[src/rtl/bist_pkg.sv]
// bist_pkg: shared types, polynomials and next-state helpers for the BIST driver.
//   state_t     - driver FSM states
//   LFSR5_TAPS  - taps of x^5+x^3+1 as used by the Fibonacci shift {q[3:0], fb}
//   MISR16_POLY - CCITT feedback polynomial
package bist_pkg;

    typedef enum logic [1:0] {IDLE, RUN, DRAIN, DONE} state_t;

    localparam logic [4:0]  LFSR5_TAPS  = 5'b10010;
    localparam logic [15:0] MISR16_POLY = 16'h1021;

    function automatic logic [4:0] lfsr_next(input logic [4:0] q);
        return {q[3:0], ^(q & LFSR5_TAPS)};
    endfunction

    function automatic logic [15:0] misr_next(input logic [15:0] m, input logic d);
        return {m[14:0], 1'b0} ^ ((m[15] ^ d) ? MISR16_POLY : 16'h0000);
    endfunction

endpackage

[src/rtl/bist_misr.sv]
// bist_misr: single-input signature register (serial compactor).
//   i_clk, i_rst_n - clock, async active-low reset (clears signature)
//   i_load, i_seed - load seed (wins over i_en)
//   i_en, i_d      - shift in one response bit
//   o_sig          - current signature
module bist_misr
    import bist_pkg::*;
#(
    parameter int                 SIG_W = 16,
    parameter logic [SIG_W-1:0]   POLY  = SIG_W'(MISR16_POLY)
) (
    input  logic             i_clk,
    input  logic             i_rst_n,
    input  logic             i_load,
    input  logic [SIG_W-1:0] i_seed,
    input  logic             i_en,
    input  logic             i_d,
    output logic [SIG_W-1:0] o_sig
);

    logic [SIG_W-1:0] r_sig;

    always_ff @(posedge i_clk or negedge i_rst_n) begin
        if (!i_rst_n)
            r_sig <= '0;
        else if (i_load)
            r_sig <= i_seed;
        else if (i_en)
            r_sig <= {r_sig[SIG_W-2:0], 1'b0} ^ ((r_sig[SIG_W-1] ^ i_d) ? POLY : '0);
    end

    assign o_sig = r_sig;

endmodule

[src/rtl/fake_netlist_bist_driver.sv]
// fake_netlist_bist_driver: LFSR pattern source + MISR compactor for one combinational cone.
//   i_clk, i_rst_n       - clock, async active-low reset
//   i_start, i_abort     - begin a run (IDLE/DONE only); abort to IDLE (priority)
//   o_dut_in, i_dut_out  - cone stimulus and cone response
//   o_busy, o_done       - run in progress (RUN/DRAIN); run finished (DONE)
//   o_pass, o_signature  - final signature matches EXP_SIG; MISR contents
module fake_netlist_bist_driver
    import bist_pkg::*;
#(
    parameter int               N_IN      = 5,
    parameter int               NUM_PAT   = 31,
    parameter logic [N_IN-1:0]  SEED      = 5'h01,
    parameter int               SIG_W     = 16,
    parameter logic [SIG_W-1:0] MISR_SEED = '0,
    parameter logic [SIG_W-1:0] EXP_SIG   = '0,
    parameter int               DUT_LAT   = 0
) (
    input  logic             i_clk,
    input  logic             i_rst_n,
    input  logic             i_start,
    input  logic             i_abort,
    output logic [N_IN-1:0]  o_dut_in,
    input  logic             i_dut_out,
    output logic             o_busy,
    output logic             o_done,
    output logic             o_pass,
    output logic [SIG_W-1:0] o_signature
);

    localparam int CNT_W = $clog2(NUM_PAT + 1);

    state_t           r_state;
    logic [N_IN-1:0]  r_lfsr;
    logic [CNT_W-1:0] r_cnt;
    logic [1:0]       r_drain;
    logic             r_busy;
    logic             r_done;
    logic             w_start;
    logic             w_run;
    logic             w_last;
    logic             w_cap;
    logic [SIG_W-1:0] w_sig;

    assign w_start = i_start && (r_state == IDLE || r_state == DONE);
    assign w_run   = (r_state == RUN);
    // the cycle driving the final pattern; its response is captured on the closing edge
    assign w_last  = (r_cnt == CNT_W'(NUM_PAT - 1));

    // r_lfsr doubles as the registered dut_in: it stops advancing on the last
    // pattern so DRAIN and DONE hold that pattern on the cone inputs.
    always_ff @(posedge i_clk or negedge i_rst_n) begin
        if (!i_rst_n) begin
            r_state <= IDLE;
            r_lfsr  <= '0;
            r_cnt   <= '0;
            r_drain <= '0;
            r_busy  <= 1'b0;
            r_done  <= 1'b0;
        end else if (i_abort) begin
            r_state <= IDLE;
            r_lfsr  <= '0;
            r_cnt   <= '0;
            r_drain <= '0;
            r_busy  <= 1'b0;
            r_done  <= 1'b0;
        end else begin
            case (r_state)
                IDLE, DONE: if (i_start) begin
                    r_state <= RUN;
                    r_lfsr  <= SEED;
                    r_cnt   <= '0;
                    r_busy  <= 1'b1;
                    r_done  <= 1'b0;
                end
                RUN: begin
                    r_cnt <= r_cnt + 1'b1;
                    if (w_last) begin
                        r_state <= (DUT_LAT > 0) ? DRAIN : DONE;
                        r_busy  <= (DUT_LAT > 0);
                        r_done  <= (DUT_LAT == 0);
                        r_drain <= '0;
                    end else begin
                        r_lfsr <= lfsr_next(r_lfsr);
                    end
                end
                DRAIN: begin
                    r_drain <= r_drain + 1'b1;
                    if (r_drain == 2'(DUT_LAT - 1)) begin
                        r_state <= DONE;
                        r_busy  <= 1'b0;
                        r_done  <= 1'b1;
                    end
                end
                default: r_state <= IDLE;
            endcase
        end
    end

    // valid bit travels with each pattern so the MISR sees exactly NUM_PAT responses
    generate
        if (DUT_LAT == 0) begin : g_nolat
            assign w_cap = w_run;
        end else begin : g_lat
            logic [DUT_LAT-1:0] r_vld;
            always_ff @(posedge i_clk or negedge i_rst_n) begin
                if (!i_rst_n)
                    r_vld <= '0;
                else if (i_abort)
                    r_vld <= '0;
                else
                    r_vld <= (r_vld << 1) | DUT_LAT'(w_run);
            end
            assign w_cap = r_vld[DUT_LAT-1];
        end
    endgenerate

    bist_misr #(
        .SIG_W (SIG_W),
        .POLY  (SIG_W'(MISR16_POLY))
    ) u_misr (
        .i_clk   (i_clk),
        .i_rst_n (i_rst_n),
        .i_load  (w_start && !i_abort),
        .i_seed  (MISR_SEED),
        .i_en    (w_cap && !i_abort),
        .i_d     (i_dut_out),
        .o_sig   (w_sig)
    );

    assign o_dut_in    = r_lfsr;
    assign o_busy      = r_busy;
    assign o_done      = r_done;
    assign o_pass      = r_done && (w_sig == EXP_SIG);
    assign o_signature = w_sig;

endmodule
[config.mk]
export PLATFORM = sky130hd
export DESIGN_NAME = fake_netlist_bist_driver
export DESIGN_NICKNAME = d
export VERILOG_FILES = /design/src/rtl/bist_pkg.sv /design/src/rtl/bist_misr.sv /design/src/rtl/fake_netlist_bist_driver.sv
export SDC_FILE = /design/constraint.sdc
export NUM_CORES = 1
export LEC_CHECK = 0
export BUFFER_PORTS_ARGS = -buffer_cell sky130_fd_sc_hd__clkbuf_2
export CAP_MARGIN = 15
export CORE_AREA = 8 8 64 66
export CTS_CLUSTER_SIZE = 30
export DETAILED_ROUTE_END_ITERATION = 16
export DIE_AREA = 0 0 72 74
export PLACE_DENSITY = 0.88
export SLEW_MARGIN = 5
export SYNTH_ARGS = -nofsm -noshare
export SYNTH_HDL_FRONTEND = slang
export SYNTH_HIERARCHICAL = 1
export SYNTH_SLANG_ARGS = --single-unit
[constraint.sdc]
create_clock -name i_clk -period 2.85 [get_ports i_clk]
set_input_delay 0.285 -clock i_clk [delete_from_list [all_inputs] [get_ports i_clk]]
set_output_delay 0.285 -clock i_clk [all_outputs]
set_load 0.01 [all_outputs]
==> flow_metrics.tcl <==
set metrics [dict create \
    run_status "finished clean" \
    final_common_cell "dfrtp_1" \
    antenna_found_initial 0 \
    numCtsBuffers 5 \
    end_kind "flip-flop" \
    worstReg2RegEnd "u_misr/o_sig[0]" \
    critPathArrivalTime_ns 2.43 \
    synth_simple_gate_area_share_pct 20.2 \
    row_count 21 \
    crit_family "buffers and inverters" \
    critPathSlowestCell "dfrtp_1" \
    period_share_pct 75.6 \
    synth_ff_type "dfrtp_1" \
    vias 1391 \
    dp_hpwl_um 2640 \
    max_freq_mhz 464 \
    drt.antenna.violating_nets 0 \
    firstDrtPassIters 4 \
    drive_above_1_share_pct 19.0 \
    crit_top_cell "inv_1" \
    core_area_um2 3180 \
    ys_types 38 \
    cp.required_ns 3.12 \
    fillCellCount 260 \
    cts.htree.levels 2 \
    grt_use_total_pct 14.0 \
    maxCapViolations 0 \
    wl_per_cell_um 13.6 \
    reg2reg_slack_ns 0.70 \
    drt-total-wl_um 3560 \
    grt_pass1_vias 1309 \
    worst_setup_path_start_kind "flip-flop" \
    r2r_cells 8 \
    die_h_um 74 \
    setup_viol 0 \
    r2r-start "o_done" \
    ys_seq_area_share_pct 47.1 \
    synth_top_family_by_area "simple AND/OR/NAND/NOR gates" \
    mostFrequentLayoutCells "31 x dfrtp_1, 28 x clkbuf_2, 25 x nand2_1" \
    synth_mux_area_share_pct 9.12 \
    syn_area_per_cell_um2 9.69 \
    gp_congestion 0.824 \
    fin_util_pct 61.5 \
    yosysWarnings 6 \
    ys_seq_elements 31 \
    irDropWorstVdd_v 0.000454 \
    clkTransAtPathRegs_ns 0.10 \
    power.density_nw_per_um2 853 \
    synth_area_leaders "dfrtp_1 47%, mux2i_1 9.1%, nand2_1 5.7%" \
    fin_nets 225 \
    cts_root_buf "clkbuf_4" \
    maxSlewHeadroom_pct 50.1 \
    hp-class "in -> async" \
    antenna_cells_inserted 0 \
    critical_path.max_fanout 13 \
    min_period_ns 2.15 \
    grt_max_degree 32 \
    rsz0062_at_grt "no" \
    synthToLayoutAreaGrowth_pct 18.7 \
    multi_input_area_um2 867 \
    cts_setup_buffers 0 \
    path_buf_inv 3 \
    globalRoute.totalOverflow 0 \
    numPortBuffers 28 \
    cts_sinks 31 \
    synth-compound-area-share_pct 14.1 \
    yosys.area.top_type "dfrtp_1" \
    grt_pass1_wl_um 5920 \
    synth_area_um2 1650 \
    worstPathCellList "inv_1 -> ha_1 -> nand2b_1 -> inv_1 -> buf_4 -> nor2_1 -> a211oi_1 -> a21o_1" \
    die_x_um 72 \
    fin_tns_setup_ns 0 \
    path_class "reg -> reg" \
    cts_hold_buffers 0 \
    finalHoldViolCount 0 \
    synthAdderAreaFrac_pct 3.80 \
    drt_iter0_drc 110 \
    placed_cell_area_um2 1890 \
    slew_violations 0 \
    worst_pin_slew_ns 0.749 \
    drc 0 \
    synth-async-reset-ratio_pct 100 \
    clk_latency_ns 0.33 \
    cts.repair.resized 0 \
    cpPeakStageDelay_ns 0.42 \
    synthXorXnorAreaFrac_pct 1.60 \
    seq_area_um2 776 \
    start_util_pct 51.8 \
    die_area_um2 5330 \
    yosysTopAreaCellShare_pct 47.1 \
    synth_edf_count 0 \
    synthCells 170 \
    clockBufferDepth 2 \
    post-route-cell-area_um2 1950 \
    io_pins 29 \
    p_leak_nw 0.938 \
    avgViaCountPerCell 5.31 \
    finalClockSkew_ns 0.00877 \
    tritoncts "built" \
]
## through the flow
step                setup WS (ns)  cells  power (W)  hold WS [ns]
CTS                         0.727    262    0.00168        0.0178
global placement            0.833    254    0.00136         0.385
floorplan                   0.982    185    0.00113       -0.0106
finish                      0.695    262    0.00167       0.00306
detailed placement          0.763    254    0.00139         0.382
global route                0.518    262    0.00179        0.0486
## routing by layer
metal | share of wire (%) | GRT usage (%) | wire, um | vias up
li1 | - | - | - | 684
met1 | 44 | 16.1 | 1560 | 670
met2 | 49 | 23.7 | 1740 | 30
met3 | 5.1 | 3.64 | 182 | 7
met4 | 2.1 | 7.48 | 73 | 0
met5 | 0 | 0 | 0 | -
## state kept, by name (all words and copies together), names as in the netlist
register,cells
o_busy,1
r_state,1
o_dut_in,5
u_misr/o_sig,16
r_drain,2
r_cnt,5
o_done,1
## worst max path at each step
| stage | endpoint | cells after the start | slack (ns) | start |
|---|---|---|---|---|
| after floorplan | u_misr/o_sig[12] | 10 | 0.98 | o_done |
| after global placement | u_misr/o_sig[12] | 8 | 0.83 | o_done |
| after detailed placement | u_misr/o_sig[0] | 8 | 0.76 | o_done |
| after CTS | o_pass | 5 | 0.73 | o_done |
| after global routing | u_misr/o_sig[0] | 8 | 0.52 | o_done |
| final | u_misr/o_sig[0] | 8 | 0.70 | o_done |
## cell families after synthesis
group | after synthesis
adders and majority gates | 5
and+or+nand+nor | 64
other | 1
xor gates and xnor gates | 3
muxes | 15
AOI/OAI and AO/OA | 37
buffers and inverters | 14
DFF | 31
## where the power goes
group	total, W	internal (W)	switching (W)
Sequential	0.000737	0.000578	0.000158
Clock	0.000288	0.000145	0.000143
Combinational	0.000642	0.000274	0.000367
## cell usage after synthesis (2+ instances only)
library cell  instances
o21ai_0              16
nand2_1              25
o22ai_1               2
a21oi_1               4
xnor2_1               2
or4_1                 2
inv_1                 6
clkbuf_1              4
nand2b_1              3
ha_1                  5
nand3_1               9
nor4_1                4
a31oi_1               2
mux2i_1              15
buf_2                 2
buf_4                 2
a21o_1                2
nor2_1               10
a22o_1                4
dfrtp_1              31
nand4b_1              2
or4b_1                2
## layout make-up
type	count	area share, %
multi-input combinational	140	44.4
sequential	31	39.7
timing repair buffer	31	8.32
clock buffer	8	3.52
tap	46	2.94
inverter	6	1.15
Note: power is estimated with default switching activity, not from simulation.
